File: config.mk
export PLATFORM = sky130hd
export DESIGN_NAME = multicycle_control_unit
export DESIGN_NICKNAME = d
export VERILOG_FILES = /design/src/rtl/multicycle_control_unit.sv
export SDC_FILE = /design/constraint.sdc
export NUM_CORES = 1
export LEC_CHECK = 0
export BUFFER_PORTS_ARGS = -buffer_cell sky130_fd_sc_hd__buf_4
export CORE_AREA = 2 2 39 41
export DETAILED_ROUTE_END_ITERATION = 8
export DIE_AREA = 0 0 41 43
export SYNTH_ARGS = -nofsm -noshare
export SYNTH_HDL_FRONTEND = slang
export SYNTH_SLANG_ARGS = --single-unit
File: constraint.sdc
create_clock -name clk -period 1.5 [get_ports clk]
set_input_delay 0.3 -clock clk [delete_from_list [all_inputs] [get_ports clk]]
set_output_delay 0.3 -clock clk [all_outputs]
set_load 0.01 [all_outputs]
File: src/rtl/multicycle_control_unit.sv
// Multicycle MIPS-style main control FSM.
// Moore outputs per state; PCEn folds in the branch/Zero decision.
module multicycle_control_unit #(
  parameter int STATE_WIDTH = 4
) (
  input  logic                   clk,
  input  logic                   reset,
  input  logic [5:0]             Opcode,
  input  logic                   Zero,
  output logic                   PCEn,
  output logic                   IRWrite,
  output logic                   RegWrite,
  output logic                   MemWrite,
  output logic                   IorD,
  output logic                   RegDst,
  output logic                   MemtoReg,
  output logic                   ALUSrcA,
  output logic [1:0]             ALUSrcB,
  output logic [1:0]             ALUOp,
  output logic [1:0]             PCSrc,
  output logic [STATE_WIDTH-1:0] State
);

  typedef enum logic [STATE_WIDTH-1:0] {
    FETCH   = 'd0,
    DECODE  = 'd1,
    MEMADR  = 'd2,
    MEMRD   = 'd3,
    MEMWB   = 'd4,
    MEMWR   = 'd5,
    EXECUTE = 'd6,
    ALUWB   = 'd7,
    BEQ     = 'd8,
    ADDIEX  = 'd9,
    ADDIWB  = 'd10,
    JUMP    = 'd11,
    BNE     = 'd12
  } state_t;

  localparam logic [5:0] OP_LW   = 6'b100011;
  localparam logic [5:0] OP_SW   = 6'b101011;
  localparam logic [5:0] OP_R    = 6'b000000;
  localparam logic [5:0] OP_BEQ  = 6'b000100;
  localparam logic [5:0] OP_BNE  = 6'b000101;
  localparam logic [5:0] OP_ADDI = 6'b001000;
  localparam logic [5:0] OP_J    = 6'b000010;

  state_t state;
  state_t state_nxt;
  logic   pc_write;
  logic   branch;
  logic   branch_ne;

  always_ff @(posedge clk or negedge reset) begin
    if (!reset) begin
      state <= FETCH;
    end else begin
      state <= state_nxt;
    end
  end

  always_comb begin
    state_nxt = FETCH;
    unique case (state)
      FETCH: state_nxt = DECODE;
      DECODE: begin
        case (Opcode)
          OP_LW:   state_nxt = MEMADR;
          OP_SW:   state_nxt = MEMADR;
          OP_R:    state_nxt = EXECUTE;
          OP_BEQ:  state_nxt = BEQ;
          OP_BNE:  state_nxt = BNE;
          OP_ADDI: state_nxt = ADDIEX;
          OP_J:    state_nxt = JUMP;
          default: state_nxt = FETCH;
        endcase
      end
      MEMADR: begin
        if (Opcode == OP_SW) begin
          state_nxt = MEMWR;
        end else begin
          state_nxt = MEMRD;
        end
      end
      MEMRD:   state_nxt = MEMWB;
      EXECUTE: state_nxt = ALUWB;
      ADDIEX:  state_nxt = ADDIWB;
      default: state_nxt = FETCH;
    endcase
  end

  always_comb begin
    IRWrite   = 1'b0;
    RegWrite  = 1'b0;
    MemWrite  = 1'b0;
    IorD      = 1'b0;
    RegDst    = 1'b0;
    MemtoReg  = 1'b0;
    ALUSrcA   = 1'b0;
    ALUSrcB   = 2'b00;
    ALUOp     = 2'b00;
    PCSrc     = 2'b00;
    pc_write  = 1'b0;
    branch    = 1'b0;
    branch_ne = 1'b0;
    unique case (state)
      FETCH: begin
        ALUSrcB  = 2'b01;
        IRWrite  = 1'b1;
        pc_write = 1'b1;
      end
      DECODE: begin
        ALUSrcB = 2'b11;
      end
      MEMADR, ADDIEX: begin
        ALUSrcA = 1'b1;
        ALUSrcB = 2'b10;
      end
      MEMRD: begin
        IorD = 1'b1;
      end
      MEMWR: begin
        IorD     = 1'b1;
        MemWrite = 1'b1;
      end
      MEMWB: begin
        MemtoReg = 1'b1;
        RegWrite = 1'b1;
      end
      EXECUTE: begin
        ALUSrcA = 1'b1;
        ALUOp   = 2'b10;
      end
      ALUWB: begin
        RegDst   = 1'b1;
        RegWrite = 1'b1;
      end
      ADDIWB: begin
        RegWrite = 1'b1;
      end
      BEQ: begin
        ALUSrcA = 1'b1;
        ALUOp   = 2'b01;
        PCSrc   = 2'b01;
        branch  = 1'b1;
      end
      BNE: begin
        ALUSrcA   = 1'b1;
        ALUOp     = 2'b01;
        PCSrc     = 2'b01;
        branch_ne = 1'b1;
      end
      JUMP: begin
        PCSrc    = 2'b10;
        pc_write = 1'b1;
      end
      default: begin
      end
    endcase
  end

  assign PCEn  = pc_write
               | (branch & Zero)
               | (branch_ne & ~Zero);
  assign State = state;

endmodule

# Word-level counts from Yosys, hierarchy flattened
# Cells that the tools add are included.
word_totals:
  reg_bits: 4
  input_bits: 9
  output_inout_bits: 18
  wordCells: 49
op_classes:
  eq_ne: 18
  mux: 16
  n_bitwise: 5
  reduce_logical: 9
op_table:
  columns: ["op", "n"]
  rows:
  - ["$pmux W4 S6", 2]
  - ["$eq A4 B4 Y1 const B", 5]
  - ["$eq A4 B3 Y1 const B", 4]
  - ["$eq A6 B3 Y1 const B", 2]
  - ["$eq A6 B6 Y1 const B", 2]
  - ["$mux W1", 10]
  - ["$reduce_or A2 Y1", 5]
  - ["$eq A4 B2 Y1 const B", 2]
  - ["$pmux W2 S2", 2]
  - ["$eq A6 B2 Y1 const B", 1]
  - ["$eq A6 B4 Y1 const B", 1]
  - ["$logic_not A6 Y1", 1]
  - ["$pmux W2 S3", 1]
  - ["$reduce_or A5 Y1", 1]
  - ["$eq A4 B1 Y1 const B", 1]
  - ["$logic_not A4 Y1", 1]
  - ["$mux W3", 1]
  - ["$reduce_or A3 Y1", 1]
  - ["$and A1 B1 Y1", 2]
  - ["$or A1 B1 Y1", 2]
  - ["$not A1 Y1", 1]

# Depth between registers and ports, before layout
# Gate-level depths: netlist (run 1).
depth:
  depth_word: 5
  ltp_mapped: 4
  mapped_depth_nobuf: 3

# Worst setup path after synthesis (run 1)
# No wires, ideal clock.
synth_timing:
  kind: "register to output"
  start: "register state[3] (netlist: State[3])"
  end: "output RegWrite"
  arrival_ns: 1.262
  t_required_ns: 1.200
  path_slack_ns: -0.062
  path_stages_with_launch: 5
  path_buffers: 1
  cell_sequence: "dfrtp_1 buf_2 nand2b_1 mux2_2 o22ai_1"
synth_between:
  elab_chain_cells: 3
  elab_cells_between_ends: 5
  classes_between: "eq/ne: 3; mux: 1; reduce/logical: 1"
synth_lines:
  columns: ["item", "line_no", "text"]
  rows:
  - ["start, declared", "48", "state_t state;"]
  - ["start signal, assigned", "58", "state <= state_nxt;"]
  - ["$eq A4 B3 Y1 or $eq A4 B4 Y1 (tied branches)", "106", "unique case (state)"]
  - ["$reduce_or A3 Y1 (no source line) (*)", null, null]
  - ["$mux W1 (*)", "106", null]
  - ["end, declared", "12", "output logic RegWrite,"]
# Every way passes the cells marked *; elsewhere a longest branch is shown, timed or not.

# Worst setup path after layout (run 1)
# Ends and elaborated chain as after synthesis.

==> results.cfg, run 1 <==
[pwr]
power.leakage_nw = 0.437
ir_drop_uv = 883
powerDensity_mw_per_mm2 = 1570

[setup_path]
slowest_delay_ns = 0.45
crit_chain = nand2b_4 -> mux2_4 -> o22ai_2 -> buf_4
arrival_ns = 1.34
reg2reg_to = State[1]
crit_slowest_cell = dfrtp_2
cp_num_buf_inv = 1
cp_top_family = flip-flops
r2r_slack_ns = 0.10
cp_max_fo = 6
start_kind = flip-flop
critPathKind = reg2out
r2r_start = State[1]
critPathCaptureType = primary output
critPathCapture = RegWrite
cp_data_required_time_ns = 1.20
path_depth = 4
crit_start = State[3]
r2r_cells = 4

[timing]
rsz0062_at_grt = true
final_max_slew_viol_count = 0
tightest_slew_ns = 0.339
fmax_mhz = 610
skew_ns = 0.00172
fin_crit_ns = 1.64
relSlewSlack_pct = 77.2
fin_tns_setup_ns = -0.849
setup_violations = 12
holdWs_ns = 0.337
hold_viol = 0
worst_slack_ns = -0.138
period_share_pct = 109

[place]
post-place-ws_ns = 0.0630
io_buffers = 26
dp.cells = 108
gp_congestion = 0.780
dpl.hpwl_um = 1100

[run_status]
violations = negative setup slack
status = finished, violations left

[global_routing]
grt_max_degree = 8
antenna_found_initial = 0
grt_pass1_wl_um = 2440
grt_pass1_vias = 576
track_usage_pct = 20.4
overflow = 0

[clock_tree]
clock-root-buffer = clkbuf_4
tritoncts = done
clk_path_buf_depth = 2
clk_pin_slew_ns = 0.04
cts_buffers = 3
htree_levels = 1
clock_sinks = 4
insertion_delay_ns = 0.24

[layout]
syn_to_final_growth_pct = 130
utilization_pct = 70.4
largest_reg_flops = 4
instances_no_fill = 121
layout_commonest_cell = buf_4
mostFrequentLayoutCells = buf_4, buf_6, nor2_1
fin_nets = 116
num_antenna_cells = 0
drive_gt1_share_pct = 68.6

[detailed_routing]
antenna_left = 0
vias_per_cell = 5.33
num_vias = 645
first_pass_iters = 4
drc = 0
wl_per_cell_um = 13.3
drtIter0Drc = 5
wl_um = 1610

[floorplan]
die_x_um = 41
pin_count = 27
die_h_um = 43
initial_core_util_pct = 30.6
rows = 14
dieArea_mm2 = 0.00176
core_mm2 = 0.00138

[synth]
synth-seq-cells = 4
ys_types = 28
synth_cells = 56
postSynthAreaPerCell_um2 = 7.55
syn-num-nets = 65
yosysSeqAreaShare_pct = 23.7
yosysWarnings = 0
synth_area_um2 = 423

[worst_hold_path]
hold_start = Opcode[4]
hp-class = in2reg

[flow_run]
maxCapViolations = 0
[report_power, final]
group / internal [W] / switching [W] / leakage (nW)
Clock: 0.0000899 / 0.0000503 / 0.0138
Sequential: 0.000147 / 0.0000680 / 0.0472
Combinational: 0.000648 / 0.000528 / 0.376
[cell type report]
type | instances | area [um^2]
fillers | 104 | 409
repair buffers | 50 | 415
well taps | 16 | 20.0
multi-input cells | 46 | 404
inverters | 2 | 7.51
flip-flops and latches | 4 | 105
clock buffers | 3 | 22.5
[per-layer routing]
layer  GRT usage [%]  share of wire, %
met5               0                 0
met4            8.00               2.4
met3            3.14               4.4
met2            38.1                58
met1            20.3                35
[worst min path at each step]
stage,to,slack [ns],cells past startpoint
3_3_place_gp,State[2],0.1,1
6_report,State[1],0.34,3
2_1_floorplan,State[0],0.004,0
5_1_grt,State[1],0.35,3
3_5_place_dp,State[2],0.1,1
4_1_cts,State[1],0.33,3
[worst register-to-register path: stages, from the launching register on]
cell	delay, ns
dfrtp_2	0.44
buf_4	0.16
nand2b_4	0.15
or4_1	0.40
o221ai_1	0.17
[logic make-up after synthesis]
logic type | Yosys count | synth area share, %
AOI/OAI and AO/OA | 14 | 23.1
muxes | 1 | 2.66
DFF | 4 | 23.7
buffers and inverters | 6 | 6.21
and+or+nand+nor | 27 | 36.1
xor gates and xnor gates | 4 | 8.29
[what timing repair did]
| action | in CTS | in global routing |
|---|---|---|
| setup buffers | 9 | 0 |
| pin swaps | 4 | 1 |
| hold endpoints to repair | 4 | 0 |
| gates cloned | 0 | 0 |
| endpoints found under the setup margin | 14 | 15 |
| hold buffers | 1 | 0 |
| resized for setup | 20 | 11 |
[cells in the mapped netlist, drive strengths merged]
library cell / instances / share of area (%)
nand4: 1 / 1.5
inv: 2 / 1.8
o221ai: 1 / 2.1
mux2: 1 / 2.7
o22ai: 3 / 4.4
buf: 3 / 3.5
nand2: 1 / 0.89
nor4: 3 / 4.4
nor2b: 1 / 1.5
and3: 1 / 1.5
o41ai: 1 / 2.1
o21ai: 1 / 1.2
xor2: 2 / 4.1
nor3b: 1 / 1.8
nor4b: 1 / 3.5
a2bb2oi: 1 / 2.1
o31a: 1 / 2.1
nand2b: 3 / 4.4
dfrtp: 4 / 24
a221oi: 2 / 4.1
or4: 1 / 1.8
nor2: 6 / 5.3
nor3: 7 / 8.3
xnor2: 2 / 4.1
nand3: 1 / 1.2
a21oi: 3 / 3.5
clkbuf: 1 / 0.89
a31oi: 1 / 1.5
[through the flow]
step,total power [W],cell area (um^2)
after floorplan,0.000618,437
after global placement,0.00106,738
after detailed placement,0.00107,738
after CTS,0.00143,922
after global routing,0.00164,975
final,0.00153,975
Note: power is estimated with default switching activity, not from simulation.
==> run 2, diff against run 1 <==
- PLACE_DENSITY: default -> 0.73
==> run 2 against run 1 <==
Effect of this change: the flow still finishes with violations (negative setup slack); non-clock buffer count shrank 3; via count shrank 0.93%; die area did not move; first-iteration DRC count up 100%; critical path depth rose by 1; sequential power barely moved; combinational power barely moved; count of clock-buffer cells in the layout did not move; largest power group unchanged; global-route usage grew 0.42 points; critical path type unchanged; flip-flop and latch count unchanged; sequential share of layout area fell by 0.16 points.
==> results.cfg, run 2 (synthesis results as in run 1) <==
[floorplan]
core_mm2 = 0.00138
rows = 14
pin_count = 27
die_h_um = 43
dieArea_mm2 = 0.00176
initial_core_util_pct = 30.6
die_x_um = 41

[detailed_routing]
drc = 0
vias_per_cell = 5.42
first_pass_iters = 4
antenna_left = 0
drtIter0Drc = 10
wl_per_cell_um = 15.8
num_vias = 639
wl_um = 1870

[global_routing]
antenna_found_initial = 0
overflow = 0
grt_max_degree = 8
track_usage_pct = 20.8
grt_pass1_wl_um = 2530
grt_pass1_vias = 583

[place]
dp.cells = 106
io_buffers = 26
gp_congestion = 0.781
dpl.hpwl_um = 1100
post-place-ws_ns = 0.0598

[layout]
fin_nets = 113
largest_reg_flops = 4
num_antenna_cells = 0
utilization_pct = 70.6
layout_commonest_cell = buf_4
nFillCells = 98
syn_to_final_growth_pct = 131
mostFrequentLayoutCells = buf_4, buf_6
instances_no_fill = 118
drive_gt1_share_pct = 74.5

[pwr]
powerDensity_mw_per_mm2 = 1570
netSwitchingPower_w = 0.000669
pwr-share-clk_pct = 9.6
ir_drop_uv = 913
swShare_pct = 43.7
p_comb_share_pct = 76.3
power.leakage_nw = 0.429
p_seq_share_pct = 14.2
internal-power_w = 0.000863

[clock_tree]
htree_levels = 1
tritoncts = done
cts_buffers = 3
clock-root-buffer = clkbuf_4
clock_sinks = 4
clk_path_buf_depth = 2
clk_pin_slew_ns = 0.05
insertion_delay_ns = 0.25

[timing]
period_share_pct = 112
setup_violations = 12
relSlewSlack_pct = 75.6
tightest_slew_ns = 0.361
fin_crit_ns = 1.67
hold_viol = 0
worst_slack_ns = -0.175
fmax_mhz = 597
rsz0062_at_grt = true
final_max_slew_viol_count = 0
skew_ns = 0.0107

[flow_run]
maxCapViolations = 0

[setup_path]
crit_slowest_cell = dfrtp_1
start_kind = flip-flop
slowest_delay_ns = 0.43
cp_num_buf_inv = 2
crit_chain = buf_6 -> nand2b_4 -> mux2_4 -> o22ai_2 -> buf_4
cp_max_fo = 4
r2r_cells = 4
critPathKind = reg2out
cp_top_family = flip-flops
arrival_ns = 1.37
cp_data_required_time_ns = 1.20
path_depth = 5
critPathCaptureType = primary output

[worst_hold_path]
holdPathStages = 3
hp-class = in2reg

[run_status]
violations = negative setup slack
status = finished, violations left
==> run 2: changes by cell type in the layout (fill, tap and decap cells not counted), sizes merged <==
cell,before,now
buf,49,46
==> run 2: what timing repair did <==
action | 4_1_cts | 5_1_grt
buffers inserted | 6 | 2
endpoints found under the hold margin | 4 | 0
resized for setup | 18 | 22
endpoints found under the setup margin | 12 | 13
hold buffers | 1 | 0
pin swaps | 4 | 3
==> run 2: layer usage <==
layer	wire length [um]	GRT usage [%]
met5	0	0
met1	659	23.5
met4	51	8.00
met3	80	1.57
met2	1080	37.2
==> run 2: per-stage QoR <==
step / power (W) / area (um^2) / hold WS [ns] / setup TNS [ns]
detailed placement: 0.00105 / 723 / 0.101 / 0
floorplan: 0.000618 / 437 / 0.00441 / 0
finish: 0.00153 / 977 / 0.360 / -0.885
global route: 0.00163 / 977 / 0.383 / -1.34
CTS: 0.00138 / 873 / 0.373 / -0.481
global placement: 0.00104 / 723 / 0.0979 / 0
==> run 2: power by group through the flow <==
stage               logic [W]  clock network [W]  registers (W)
finish                0.00117           0.000146       0.000217
global route          0.00125           0.000151       0.000223
CTS                   0.00103           0.000140       0.000205
detailed placement   0.000841                  0       0.000208
global placement     0.000837                  0       0.000204
floorplan            0.000420                  0       0.000198
==> run 2: worst paths after layout <==
kind	start	endpoint	slack, ns
setup / recovery	State[3]	RegWrite	-0.17
hold / removal	Opcode[4]	State[1]	0.36
setup reg to reg	State[1]	State[1]	0.07
hold reg to reg	State[2]	State[3]	0.70
max in group asynchronous	reset	State[1]	0.98
min in group asynchronous	reset	State[2]	0.40
==> run 2: final cells by class <==
type | count | area [um^2] | area share [%]
clock buffers | 3 | 22.5 | 2.30
multi-input cells | 46 | 423 | 43.3
inverters | 2 | 7.51 | 0.768
flip-flops and latches | 4 | 104 | 10.6
well taps | 16 | 20.0 | 2.05
repair buffers | 47 | 400 | 41.0
==> run 2: worst min-delay path, cell delays in order <==
cell	delay (ns)
buf_4	0.10
o41ai_1	0.08
o221ai_2	0.07
